**config.mk**
```make
export PLATFORM = sky130hd
export DESIGN_NAME = lsu_ctrl_flat
export DESIGN_NICKNAME = d
export VERILOG_FILES = /design/src/rtl/lsu_ctrl_if.sv /design/src/rtl/lsu_ctrl.sv /design/src/flat_wrapper.sv
export SDC_FILE = /design/constraint.sdc
export NUM_CORES = 1
export LEC_CHECK = 0
export BUFFER_PORTS_ARGS = -buffer_cell sky130_fd_sc_hd__buf_4
export CORE_MARGIN = 2
export CORE_UTILIZATION = 30
export DETAILED_ROUTE_END_ITERATION = 7
export GPL_ROUTABILITY_DRIVEN = 0
export MAX_ROUTING_LAYER = met4
export REMOVE_ABC_BUFFERS = 1
export SLEW_MARGIN = 0
export SYNTH_ARGS = -nofsm -noshare
export SYNTH_HDL_FRONTEND = slang
export SYNTH_SLANG_ARGS = --single-unit
```
**constraint.sdc**
```tcl
create_clock -name clk -period 2.22 [get_ports clk]
set_input_delay 0.444 -clock clk [delete_from_list [all_inputs] [get_ports clk]]
set_output_delay 0.444 -clock clk [all_outputs]
set_load 0.1 [all_outputs]
```
**src/rtl/lsu_ctrl_if.sv**
```systemverilog
// rtl/lsu_ctrl_if.sv - request/response and data-bus signal bundle for lsu_ctrl
interface lsu_ctrl_if #(
    parameter int ADDR_WIDTH = 32
) ();
    logic                  req_valid;
    logic                  req_ready;
    logic                  req_store;
    logic [9:0]            req_funct;
    logic [ADDR_WIDTH-1:0] req_addr;
    logic [31:0]           req_wdata;
    logic                  resp_valid;
    logic [31:0]           resp_rdata;
    logic                  resp_fault;
    logic                  bus_addr_valid;
    logic                  bus_addr_ready;
    logic [ADDR_WIDTH-1:0] bus_addr;
    logic                  bus_write;
    logic [31:0]           bus_wdata;
    logic [3:0]            bus_wstrb;
    logic                  bus_resp_valid;
    logic                  bus_resp_ready;
    logic [31:0]           bus_rdata;

    modport master (
        input  req_valid, req_store, req_funct, req_addr, req_wdata,
        input  bus_addr_ready, bus_resp_valid, bus_rdata,
        output req_ready, resp_valid, resp_rdata, resp_fault,
        output bus_addr_valid, bus_addr, bus_write, bus_wdata, bus_wstrb, bus_resp_ready
    );

    modport slave (
        output req_valid, req_store, req_funct, req_addr, req_wdata,
        output bus_addr_ready, bus_resp_valid, bus_rdata,
        input  req_ready, resp_valid, resp_rdata, resp_fault,
        input  bus_addr_valid, bus_addr, bus_write, bus_wdata, bus_wstrb, bus_resp_ready
    );
endinterface

```
**src/rtl/lsu_ctrl.sv**
```systemverilog
// rtl/lsu_ctrl.sv - single-outstanding load/store sequencer with alignment checks
// Optional RESP watchdog enabled by defining LSU_BUS_TIMEOUT_EN.
module lsu_ctrl #(
    parameter int ADDR_WIDTH     = 32,
    parameter int TIMEOUT_CYCLES = 255
) (
    input  logic       clk,
    input  logic       rst,
    lsu_ctrl_if.master lsu
);
    typedef enum logic [1:0] {S_IDLE, S_ADDR, S_RESP, S_DONE} state_e;

    localparam logic [2:0] F3_B  = 3'b000;
    localparam logic [2:0] F3_H  = 3'b001;
    localparam logic [2:0] F3_W  = 3'b010;
    localparam logic [2:0] F3_BU = 3'b100;
    localparam logic [2:0] F3_HU = 3'b101;

    state_e                state_q, state_d;
    logic                  store_q, store_d;
    logic [2:0]            funct3_q, funct3_d;
    logic [ADDR_WIDTH-1:0] addr_q, addr_d;
    logic [31:0]           wdata_q, wdata_d;
    logic [31:0]           rdata_q, rdata_d;
    logic                  fault_q, fault_d;
    logic                  req_bad;
    logic [1:0]            off;
    logic [31:0]           lane, load_ext, st_wdata;
    logic [3:0]            st_wstrb;

`ifdef LSU_BUS_TIMEOUT_EN
    localparam int TMO_W = $clog2(TIMEOUT_CYCLES + 1);
    localparam logic [TMO_W-1:0] TMO_LAST = TMO_W'(TIMEOUT_CYCLES - 1);
    logic [TMO_W-1:0] tmo_q, tmo_d;
`endif

    // Illegal encodings and misalignment are both resolved before any bus traffic.
    always_comb begin
        req_bad = 1'b0;
        if (lsu.req_funct[9:3] != 7'd0) begin
            req_bad = 1'b1;
        end else begin
            case ({lsu.req_store, lsu.req_funct[2:0]})
                {1'b0, F3_B}, {1'b0, F3_BU}, {1'b1, F3_B}: req_bad = 1'b0;
                {1'b0, F3_H}, {1'b0, F3_HU}, {1'b1, F3_H}: req_bad = lsu.req_addr[0];
                {1'b0, F3_W}, {1'b1, F3_W}:                req_bad = |lsu.req_addr[1:0];
                default:                                   req_bad = 1'b1;
            endcase
        end
    end

    assign off  = addr_q[1:0];
    assign lane = lsu.bus_rdata >> {off, 3'b000};

    always_comb begin
        st_wstrb = 4'b1111;
        st_wdata = wdata_q;
        case (funct3_q)
            F3_B: begin
                st_wstrb = 4'b0001 << off;
                st_wdata = {4{wdata_q[7:0]}};
            end
            F3_H: begin
                st_wstrb = 4'b0011 << off;
                st_wdata = {2{wdata_q[15:0]}};
            end
            default: ;
        endcase
    end

    always_comb begin
        load_ext = lane;
        case (funct3_q)
            F3_B:    load_ext = {{24{lane[7]}}, lane[7:0]};
            F3_H:    load_ext = {{16{lane[15]}}, lane[15:0]};
            F3_BU:   load_ext = {24'd0, lane[7:0]};
            F3_HU:   load_ext = {16'd0, lane[15:0]};
            default: ;
        endcase
    end

    always_comb begin
        state_d  = state_q;
        store_d  = store_q;
        funct3_d = funct3_q;
        addr_d   = addr_q;
        wdata_d  = wdata_q;
        rdata_d  = rdata_q;
        fault_d  = fault_q;
`ifdef LSU_BUS_TIMEOUT_EN
        tmo_d    = tmo_q;
`endif
        case (state_q)
            S_IDLE: begin
                if (lsu.req_valid) begin
                    store_d  = lsu.req_store;
                    funct3_d = lsu.req_funct[2:0];
                    addr_d   = lsu.req_addr;
                    wdata_d  = lsu.req_wdata;
                    rdata_d  = 32'd0;
                    fault_d  = req_bad;
                    state_d  = req_bad ? S_DONE : S_ADDR;
                end
            end
            S_ADDR: begin
                if (lsu.bus_addr_ready) begin
                    state_d = S_RESP;
`ifdef LSU_BUS_TIMEOUT_EN
                    tmo_d   = '0;
`endif
                end
            end
            S_RESP: begin
                if (lsu.bus_resp_valid) begin
                    rdata_d = store_q ? 32'd0 : load_ext;
                    fault_d = 1'b0;
                    state_d = S_DONE;
                end
`ifdef LSU_BUS_TIMEOUT_EN
                else if (tmo_q == TMO_LAST) begin
                    rdata_d = 32'd0;
                    fault_d = 1'b1;
                    state_d = S_DONE;
                end else begin
                    tmo_d = tmo_q + 1'b1;
                end
`endif
            end
            S_DONE:  state_d = S_IDLE;
            default: state_d = S_IDLE;
        endcase
    end

    always_ff @(posedge clk or negedge rst) begin
        if (!rst) begin
            state_q  <= S_IDLE;
            store_q  <= 1'b0;
            funct3_q <= 3'd0;
            addr_q   <= '0;
            wdata_q  <= 32'd0;
            rdata_q  <= 32'd0;
            fault_q  <= 1'b0;
`ifdef LSU_BUS_TIMEOUT_EN
            tmo_q    <= '0;
`endif
        end else begin
            state_q  <= state_d;
            store_q  <= store_d;
            funct3_q <= funct3_d;
            addr_q   <= addr_d;
            wdata_q  <= wdata_d;
            rdata_q  <= rdata_d;
            fault_q  <= fault_d;
`ifdef LSU_BUS_TIMEOUT_EN
            tmo_q    <= tmo_d;
`endif
        end
    end

    assign lsu.req_ready      = (state_q == S_IDLE);
    assign lsu.resp_valid     = (state_q == S_DONE);
    assign lsu.resp_rdata     = (state_q == S_DONE) ? rdata_q : 32'd0;
    assign lsu.resp_fault     = (state_q == S_DONE) && fault_q;
    assign lsu.bus_addr_valid = (state_q == S_ADDR);
    assign lsu.bus_resp_ready = (state_q == S_RESP);
    assign lsu.bus_addr       = {addr_q[ADDR_WIDTH-1:2], 2'b00};
    assign lsu.bus_write      = store_q;
    assign lsu.bus_wdata      = store_q ? st_wdata : 32'd0;
    assign lsu.bus_wstrb      = store_q ? st_wstrb : 4'd0;
endmodule

```
**src/flat_wrapper.sv**
```systemverilog
// flat-port wrapper written by rule: the top's interface ports become plain ports
module lsu_ctrl_flat 
#(
    parameter int ADDR_WIDTH     = 32,
    parameter int TIMEOUT_CYCLES = 255
)
  (clk, rst, lsu_req_valid, lsu_req_store, lsu_req_funct, lsu_req_addr, lsu_req_wdata, lsu_bus_addr_ready, lsu_bus_resp_valid, lsu_bus_rdata, lsu_req_ready, lsu_resp_valid, lsu_resp_rdata, lsu_resp_fault, lsu_bus_addr_valid, lsu_bus_addr, lsu_bus_write, lsu_bus_wdata, lsu_bus_wstrb, lsu_bus_resp_ready);
  lsu_ctrl_if #(.ADDR_WIDTH(ADDR_WIDTH)) lsu_i ();
  input  logic clk;
  input  logic rst;
  input wire logic [$bits(lsu_i.req_valid)-1:0] lsu_req_valid;
  input wire logic [$bits(lsu_i.req_store)-1:0] lsu_req_store;
  input wire logic [$bits(lsu_i.req_funct)-1:0] lsu_req_funct;
  input wire logic [$bits(lsu_i.req_addr)-1:0] lsu_req_addr;
  input wire logic [$bits(lsu_i.req_wdata)-1:0] lsu_req_wdata;
  input wire logic [$bits(lsu_i.bus_addr_ready)-1:0] lsu_bus_addr_ready;
  input wire logic [$bits(lsu_i.bus_resp_valid)-1:0] lsu_bus_resp_valid;
  input wire logic [$bits(lsu_i.bus_rdata)-1:0] lsu_bus_rdata;
  output wire logic [$bits(lsu_i.req_ready)-1:0] lsu_req_ready;
  output wire logic [$bits(lsu_i.resp_valid)-1:0] lsu_resp_valid;
  output wire logic [$bits(lsu_i.resp_rdata)-1:0] lsu_resp_rdata;
  output wire logic [$bits(lsu_i.resp_fault)-1:0] lsu_resp_fault;
  output wire logic [$bits(lsu_i.bus_addr_valid)-1:0] lsu_bus_addr_valid;
  output wire logic [$bits(lsu_i.bus_addr)-1:0] lsu_bus_addr;
  output wire logic [$bits(lsu_i.bus_write)-1:0] lsu_bus_write;
  output wire logic [$bits(lsu_i.bus_wdata)-1:0] lsu_bus_wdata;
  output wire logic [$bits(lsu_i.bus_wstrb)-1:0] lsu_bus_wstrb;
  output wire logic [$bits(lsu_i.bus_resp_ready)-1:0] lsu_bus_resp_ready;
  assign lsu_i.req_valid = lsu_req_valid;
  assign lsu_i.req_store = lsu_req_store;
  assign lsu_i.req_funct = lsu_req_funct;
  assign lsu_i.req_addr = lsu_req_addr;
  assign lsu_i.req_wdata = lsu_req_wdata;
  assign lsu_i.bus_addr_ready = lsu_bus_addr_ready;
  assign lsu_i.bus_resp_valid = lsu_bus_resp_valid;
  assign lsu_i.bus_rdata = lsu_bus_rdata;
  assign lsu_req_ready = lsu_i.req_ready;
  assign lsu_resp_valid = lsu_i.resp_valid;
  assign lsu_resp_rdata = lsu_i.resp_rdata;
  assign lsu_resp_fault = lsu_i.resp_fault;
  assign lsu_bus_addr_valid = lsu_i.bus_addr_valid;
  assign lsu_bus_addr = lsu_i.bus_addr;
  assign lsu_bus_write = lsu_i.bus_write;
  assign lsu_bus_wdata = lsu_i.bus_wdata;
  assign lsu_bus_wstrb = lsu_i.bus_wstrb;
  assign lsu_bus_resp_ready = lsu_i.bus_resp_ready;
  lsu_ctrl #(.ADDR_WIDTH(ADDR_WIDTH), .TIMEOUT_CYCLES(TIMEOUT_CYCLES)) u_core (.clk(clk), .rst(rst), .lsu(lsu_i));
endmodule
```
==> results of run 1 <==
==> logic make-up (layout without fill, tap and decap cells) <==
family,after synthesis,after routing,synth area share
AO/OA/AOI/OAI,100,100,0.1362
AND/OR/NAND/NOR,110,110,0.1049
flip-flops,103,103,0.4628
XOR/XNOR,1,1,0.001573
multiplexers,105,105,0.2089
other,1,2,0.0006734
adder cells (fa/ha/maj),4,4,0.008987
buffers and inverters,74,260,0.07594
==> registers in the layout, summed over array words and instances (netlist names) <==
| signal | flops |
|---|---|
| u_core.lsu.bus_write | 1 |
| u_core.addr_q | 32 |
| u_core.state_q | 2 |
| u_core.wdata_q | 32 |
| u_core.fault_q | 1 |
| u_core.funct3_q | 3 |
| u_core.rdata_q | 32 |
==> metrics by stage <==
step | setup TNS (ps) | utilization | setup slack [ps]
final | 0 | 0.4296 | 46.68
after global routing | -70.07 | 0.4296 | -35.12
after CTS | 0 | 0.4232 | 15.94
after detailed placement | 0 | 0.4026 | 96.83
after global placement | 0 | 0.4026 | 180.7
after floorplan | -165990 | - | -1826
==> metal layers <==
| layer | part of all wire | global-route usage | up-vias |
|---|---|---|---|
| met5 | 0 | - | - |
| met4 | 0.016 | 0.05582 | 0 |
| met3 | 0.072 | 0.04068 | 16 |
| met2 | 0.49 | 0.2810 | 167 |
| met1 | 0.42 | 0.1991 | 2185 |
| li1 | - | - | 2092 |
==> cells in the final DEF (no fill, tap or decap), drive strengths merged, types with 3 or more instances in the layout <==
master   synthesis  layout
a21boi          18      18
a21oi           18      18
a221o           16      16
and2            43      43
buf             51     230
clkbuf          18      18
clkinv           0       3
dfrtp          103     103
ha               4       4
inv              5       7
mux2            80      80
mux2i           24      24
nand2           36      36
nand3b           7       7
nor2            12      12
o211a            8       8
o21ai           17      17
o2bb2ai         15      15
or2              3       3
==> final timing paths <==
path	start	end	slack, ps
max in group asynchronous	rst	u_core.funct3_q[1]$_DFFE_PN0P_	1560
min in group clk	lsu_req_wdata[8]	u_core.wdata_q[8]$_DFFE_PN0P_	310
max	u_core.funct3_q[1]$_DFFE_PN0P_	lsu_bus_wdata[16]	50
min	rst	u_core.rdata_q[0]$_DFFE_PN0P_	120
max reg2reg	u_core.state_q[0]$_DFFE_PN0P_	u_core.rdata_q[25]$_DFFE_PN0P_	210
min reg2reg	u_core.rdata_q[8]$_DFFE_PN0P_	u_core.rdata_q[8]$_DFFE_PN0P_	490
==> timing repair <==
| item | CTS | global route |
|---|---|---|
| buffers inserted | 3 | 0 |
| endpoints found under the hold margin | 0 | 0 |
| cloned | 0 | 0 |
| pin swaps | 1 | 0 |
| endpoints found under the setup margin | 18 | 37 |
| resized for setup | 14 | 32 |
==> final cells by class <==
class,count,area (sq um),area share
Tap cell,229,286.5,0.03688
Timing Repair Buffer,239,1938,0.2494
Clock inverter,7,102.6,0.01320
Inverter,5,18.77,0.002415
Multi-Input combinational cell,322,2618,0.3369
Sequential cell,103,2581,0.3322
Clock buffer,9,225.2,0.02899
==> out/results.ini, run 1 <==
[run_status]
status=completed

[detailed_routing]
drt_iter0_markers=144
drt-total-wl_mm=16.06
drc=0
post_drt_wl_per_cell_um=17.58
firstDrtPassIters=4
num_vias=4460
vias_per_cell=4.880
ant_nets=0

[setup_path]
required_ps=1780
critPathKind=reg -> out
crit_path_top_delay_cell=dfrtp_2
critPathLaunchType=flip-flop
path_max_fanout=12
cp.depth=5
ff2ff_path_depth=7
path_cells=nor2_4 > buf_6 > nand2_1 > a21boi_0 > clkbuf_8
max_stage_delay_ps=480
end_kind=output port
crit_family=flip-flops
path_buf_inv=2
arrival_ps=1730

[floorplan]
die-height_um=140.3
coreArea_sq_um=18090
initial_core_util=0.3079
core.rowCount=49
die_w_um=140.3
dieArea_sq_um=19670
ios=218

[synthesis]
synth_edf_count=0
yosysSeqAreaShare=0.4628
post-synth-top-count-cell=dfrtp_1
async_flop_share=1.000
syn_inst=498
synthTopCellsByArea=dfrtp_1, mux2_2, and2_1, mux2i_1, buf_4
synth.distinct_cells=37
synth_common_cells=dfrtp_1, mux2_2, and2_1
synth_largest_area_cell=dfrtp_1
syn_area_per_cell_sq_um=11.18
synth_top_area_frac=0.4628
synth_area_sq_um=5569
yosys_most_used_dff=dfrtp_1
ys_seq_elements=103
synth_warnings=0

[placement]
placed_cells=895
numPortBuffers=215
detailed_place_hpwl_mm=11.60
place_area_sq_um=7282

[cts]
clockBufferDepth=2
h-tree-depth=3
numClockSinks=103
numCtsBuffers=9
ctsHoldBuffers=0
root_buffer=clkbuf_16
insertion_delay_ps=360
cts_tree=yes
path_clk_slew_ps=70

[layout]
fillers=1719
fin_area_sq_um=7770
final_nets=796
drive_gt1_frac=0.5153
diodes=0
final_cells=914
area_delta_synth_final_pct=39.52

[timing]
timing_hold_violations_final=0
period_share=0.9790
fin_skew_ps=12.40
tightestPinTransition_ps=613.9
relSlewSlack=0.5907
slew_viol_final=0
whs_ps=119.4
fin_crit_ps=2173
rsz0062_at_grt=true
fmax_ghz=0.4601
finalSetupViolCount=0

[flow_run]
maxCapViolations=0

[global_routing]
grt_pass1_vias=4848
antenna_found_initial=0
grt-ovfl-total=0
grt.total_usage=0.1679
grt_max_degree=104
grt_first_pass_wirelength_mm=25.33

[worst_hold_path]
hold_path.class=in -> async

Power of run 1 is not shown: default switching activity piles up to over one toggle a cycle in this logic, so the estimate is an artifact.
==> inputs of run 2 (changes only) <==
Settings changed: ABC_AREA set to 1.
==> out/results.ini, run 2 <==
[setup_path]
required_ps=1780
path_max_fanout=11
arrival_ps=1840
path_cells=inv_8 > nand2_8 > nor2_4 > buf_12 > nand2_1 > o211ai_1 > nand2_1 > nor2_2 > buf_12
max_stage_delay_ps=440
end_kind=output port
crit_path_top_delay_cell=dfrtp_2
r2r-start=u_core.state_q[0]$_DFFE_PN0P_
crit_family=simple AND/OR/NAND/NOR gates
rr_endpoint=u_core.rdata_q[18]$_DFFE_PN0P_
ff2ff_path_depth=5
critPathKind=reg -> out
ff2ff_setup_slack_ps=330
path_buf_inv=3
critPathLaunchType=flip-flop

[global_routing]
grt-ovfl-total=0
antenna_found_initial=0
grt_pass1_vias=5594
grt_max_degree=65
grt_first_pass_wirelength_mm=28.90
grt.total_usage=0.1842

[synthesis]
yosys_most_used_dff=dfrtp_1
syn_area_per_cell_sq_um=6.922
synth.distinct_cells=28
synthTopCellsByArea=dfrtp_1, nand2_1, buf_4, inv_1, nor2_1
syn_inst=858
synth_edf_count=0
async_flop_share=1.000
synth_warnings=0
synth_largest_area_cell=dfrtp_1
synth_common_cells=nand2_1, dfrtp_1, inv_1
yosysSeqAreaShare=0.4340
synth_top_area_frac=0.4340
ys_seq_elements=103
post-synth-top-count-cell=nand2_1
synth_area_sq_um=5939

[cts]
clockBufferDepth=2
ctsHoldBuffers=0
numCtsBuffers=9
h-tree-depth=3
cts_tree=yes
root_buffer=clkbuf_16
numClockSinks=103
insertion_delay_ps=350
path_clk_slew_ps=70

[run_status]
violations=setup timing
status=finished, violations left

[layout]
reg.largest.list=u_core.addr_q: 32 flops, u_core.rdata_q: 32 flops, u_core.wdata_q: 32 flops
final_cells=1296
final_common_cell=nand2_1
drive_gt1_frac=0.2949
layout_common_cells=nand2_1, buf_4, dfrtp_1, inv_1, nor2_1
final_nets=1142
area_delta_synth_final_pct=39.65
diodes=0

[floorplan]
die_w_um=144.7
dieArea_sq_um=20940
die-height_um=144.7
coreArea_sq_um=19460
ios=218
initial_core_util=0.3052
core.rowCount=51

[detailed_routing]
ant_nets=0
drt-total-wl_mm=18.56
drt_iter0_markers=248
num_vias=5759
firstDrtPassIters=5
vias_per_cell=4.444
drc=0
post_drt_wl_per_cell_um=14.32

[placement]
detailed_place_hpwl_mm=13.30
numPortBuffers=215
placed_cells=1278

[timing]
tightestPinTransition_ps=937.2
fmax_ghz=0.4382
period_share=1.028
finalSetupViolCount=12
setup_ws_ps=-61.84
timing_hold_violations_final=0
fin_crit_ps=2282
rsz0062_at_grt=true
slew_viol_final=0
relSlewSlack=0.3729
fin_skew_ps=4.236

[flow_run]
maxCapViolations=0

[worst_hold_path]
hold_path.class=in -> async

[run 2: cell type report]
class	instances	area, sq um
clock buffer	10	239.0
clock inverter	6	92.59
fill	2094	11170
inverter	77	296.5
multi-input combinational	601	2641
sequential	103	2579
tap	265	331.6
timing repair buffer	234	2115
[run 2: worst max path at each step]
stage	depth (start not counted)	slack, ps	end	start
after floorplan	5	-1660	u_core.funct3_q[0]$_DFFE_PN0P_	u_core.state_q[0]$_DFFE_PN0P_
after detailed placement	8	120	lsu_bus_wdata[10]	u_core.funct3_q[1]$_DFFE_PN0P_
after global routing	9	-140	lsu_bus_wdata[27]	u_core.funct3_q[1]$_DFFE_PN0P_
after global placement	8	130	lsu_bus_wdata[10]	u_core.funct3_q[1]$_DFFE_PN0P_
after CTS	9	-60	lsu_bus_wdata[26]	u_core.funct3_q[1]$_DFFE_PN0P_
final	9	-60	lsu_bus_wdata[27]	u_core.funct3_q[1]$_DFFE_PN0P_
[run 2: cells by family (layout without fill, tap and decap cells)]
family / count (synthesis) / in the layout / share of synthesized area
buffers and inverters: 155 / 327 / 0.1365
other: 1 / 2 / 0.0006314
flip-flops: 103 / 103 / 0.4340
adder cells (fa/ha/maj): 4 / 4 / 0.008427
AND/OR/NAND/NOR: 526 / 526 / 0.3569
AO/OA/AOI/OAI: 69 / 69 / 0.06362
[run 2: timing repair]
item,4_1_cts,5_1_grt
buffers inserted,2,0
resized for setup,42,49
endpoints found under the setup margin,21,28
pin swaps,1,3
[run 2: routing by layer]
| layer | routed length (um) | vias to the layer above | track usage |
|---|---|---|---|
| met3 | 1422 | 20 | 0.04607 |
| met5 | 0 | - | - |
| met4 | 287 | 0 | 0.05314 |
| met1 | 8121 | 2653 | 0.2333 |
| li1 | - | 2880 | - |
| met2 | 8727 | 206 | 0.2938 |
[run 2: metrics by stage]
stage | hold slack, ps | setup TNS [ps] | cell area (sq um) | util | setup slack, ps
floorplan | 148.4 | -159920 | 5429 | - | -1657
global placement | 457.5 | 0 | 7605 | 0.3907 | 133.5
detailed placement | 460.0 | 0 | 7605 | 0.3907 | 119.3
CTS | 91.72 | -559.3 | 8117 | 0.4170 | -63.46
global route | 106.8 | -1965 | 8294 | 0.4262 | -141.4
finish | 82.60 | -338.9 | 8294 | 0.4262 | -61.84
Power of run 2 is left out for the same reason.
==> inputs of run 3 (changes only) <==
Settings changed: SKIP_LAST_GASP set to 1.
==> out/results.ini, run 3 (synthesized netlist as in run 2, its figures left out) <==
[run_status]
status=finished, violations left
violations=setup timing

[layout]
final_cells=1296
layout_common_cells=nand2_1, buf_4, dfrtp_1, inv_1, nor2_1
area_delta_synth_final_pct=39.58
fin_area_sq_um=8290
final_common_cell=nand2_1
diodes=0
fillers=2095
reg.largest.list=u_core.addr_q: 32 flops, u_core.rdata_q: 32 flops, u_core.wdata_q: 32 flops
multi_input_area_sq_um=2638
drive_gt1_frac=0.2939
final_nets=1142
regArea_sq_um=2579

[placement]
numPortBuffers=215
place_area_sq_um=7605
detailed_place_hpwl_mm=13.30
placed_cells=1278

[timing]
fmax_ghz=0.4381
relSlewSlack=0.3850
rsz0062_at_grt=true
finalSetupViolCount=11
fin_crit_ps=2283
timing_hold_violations_final=0
finalSetupTns_ps=-355.6
period_share=1.028
tightestPinTransition_ps=919.1
slew_viol_final=0
setup_ws_ps=-62.63
fin_skew_ps=5.178

[floorplan]
die_w_um=144.7
dieArea_sq_um=20940
initial_core_util=0.3052
die-height_um=144.7
coreArea_sq_um=19460
core.rowCount=51
ios=218

[detailed_routing]
drc=0
ant_nets=0
vias_per_cell=4.469
drt-total-wl_mm=18.56
post_drt_wl_per_cell_um=14.32
firstDrtPassIters=4
drt_iter0_markers=276
num_vias=5792

[global_routing]
antenna_found_initial=0
grt_first_pass_wirelength_mm=28.88
grt_max_degree=65
grt.total_usage=0.1840
grt-ovfl-total=0
grt_pass1_vias=5601

[setup_path]
ff2ff_path_depth=5
end_kind=output port
max_stage_delay_ps=440
critPathLaunchType=flip-flop
critPathKind=reg -> out
required_ps=1780
path_max_fanout=11
path_cells=inv_8 > nand2_8 > nor2_4 > buf_12 > nand2_1 > o211ai_1 > nand2_1 > nor2_2 > buf_12
crit_path_top_delay_cell=dfrtp_2
arrival_ps=1840

[cts]
root_buffer=clkbuf_16
ctsHoldBuffers=0
numClockSinks=103
h-tree-depth=3
clockBufferDepth=2
path_clk_slew_ps=70
cts_tree=yes
numCtsBuffers=9
insertion_delay_ps=350

[worst_hold_path]
hold_path.class=in -> async

[flow_run]
maxCapViolations=0

## run 3: timing repair
action / 4_1_cts / 5_1_grt
resized for setup: 38 / 49
setup buffers: 2 / 0
pin swaps: 1 / 3
endpoints found under the setup margin: 21 / 28
## run 3: metrics by stage
stage                     hold WS [ps]    util  worst slack, ps
after floorplan                  148.4       -            -1657
after global placement           457.5  0.3907            133.5
after detailed placement         460.0  0.3907            119.3
after CTS                        91.72  0.4162           -63.46
after global routing             106.8  0.4260           -142.6
final                            80.40  0.4260           -62.63
## run 3: final cells by class
type / count / share of cell area
Timing Repair Buffer: 234 / 0.2551
Clock inverter: 6 / 0.01117
Multi-Input combinational cell: 601 / 0.3181
Sequential cell: 103 / 0.3110
Inverter: 77 / 0.03577
Clock buffer: 10 / 0.02883
Tap cell: 265 / 0.03999
## run 3: per-layer routing
metal	GRT usage	part of all wire	vias to the layer above	routed length (um)
met5	-	0	-	0
met4	0.05314	0.015	0	287
met3	0.04607	0.080	20	1482
met2	0.2941	0.47	212	8724
met1	0.2327	0.43	2677	8060
li1	-	-	2883	-
## run 3: final timing paths
check / startpoint / endpoint / slack [ps]
min in group clk: lsu_req_wdata[23] / u_core.wdata_q[23]$_DFFE_PN0P_ / 280
max: u_core.funct3_q[1]$_DFFE_PN0P_ / lsu_bus_wdata[12] / -60
max reg2reg: u_core.state_q[0]$_DFFE_PN0P_ / u_core.rdata_q[1]$_DFFE_PN0P_ / 340
max in group asynchronous: rst / u_core.funct3_q[1]$_DFFE_PN0P_ / 1500
min: rst / u_core.rdata_q[23]$_DFFE_PN0P_ / 80
min reg2reg: u_core.wdata_q[23]$_DFFE_PN0P_ / u_core.wdata_q[23]$_DFFE_PN0P_ / 470
## run 3: critical path: cells and delay by family, from the launching register on
family / cells / cell delay (ps)
AND/OR/NAND/NOR: 5 / 540
flip-flops: 1 / 440
AO/OA/AOI/OAI: 1 / 80
buffers and inverters: 3 / 400
Power of run 3 is left out for the same reason.
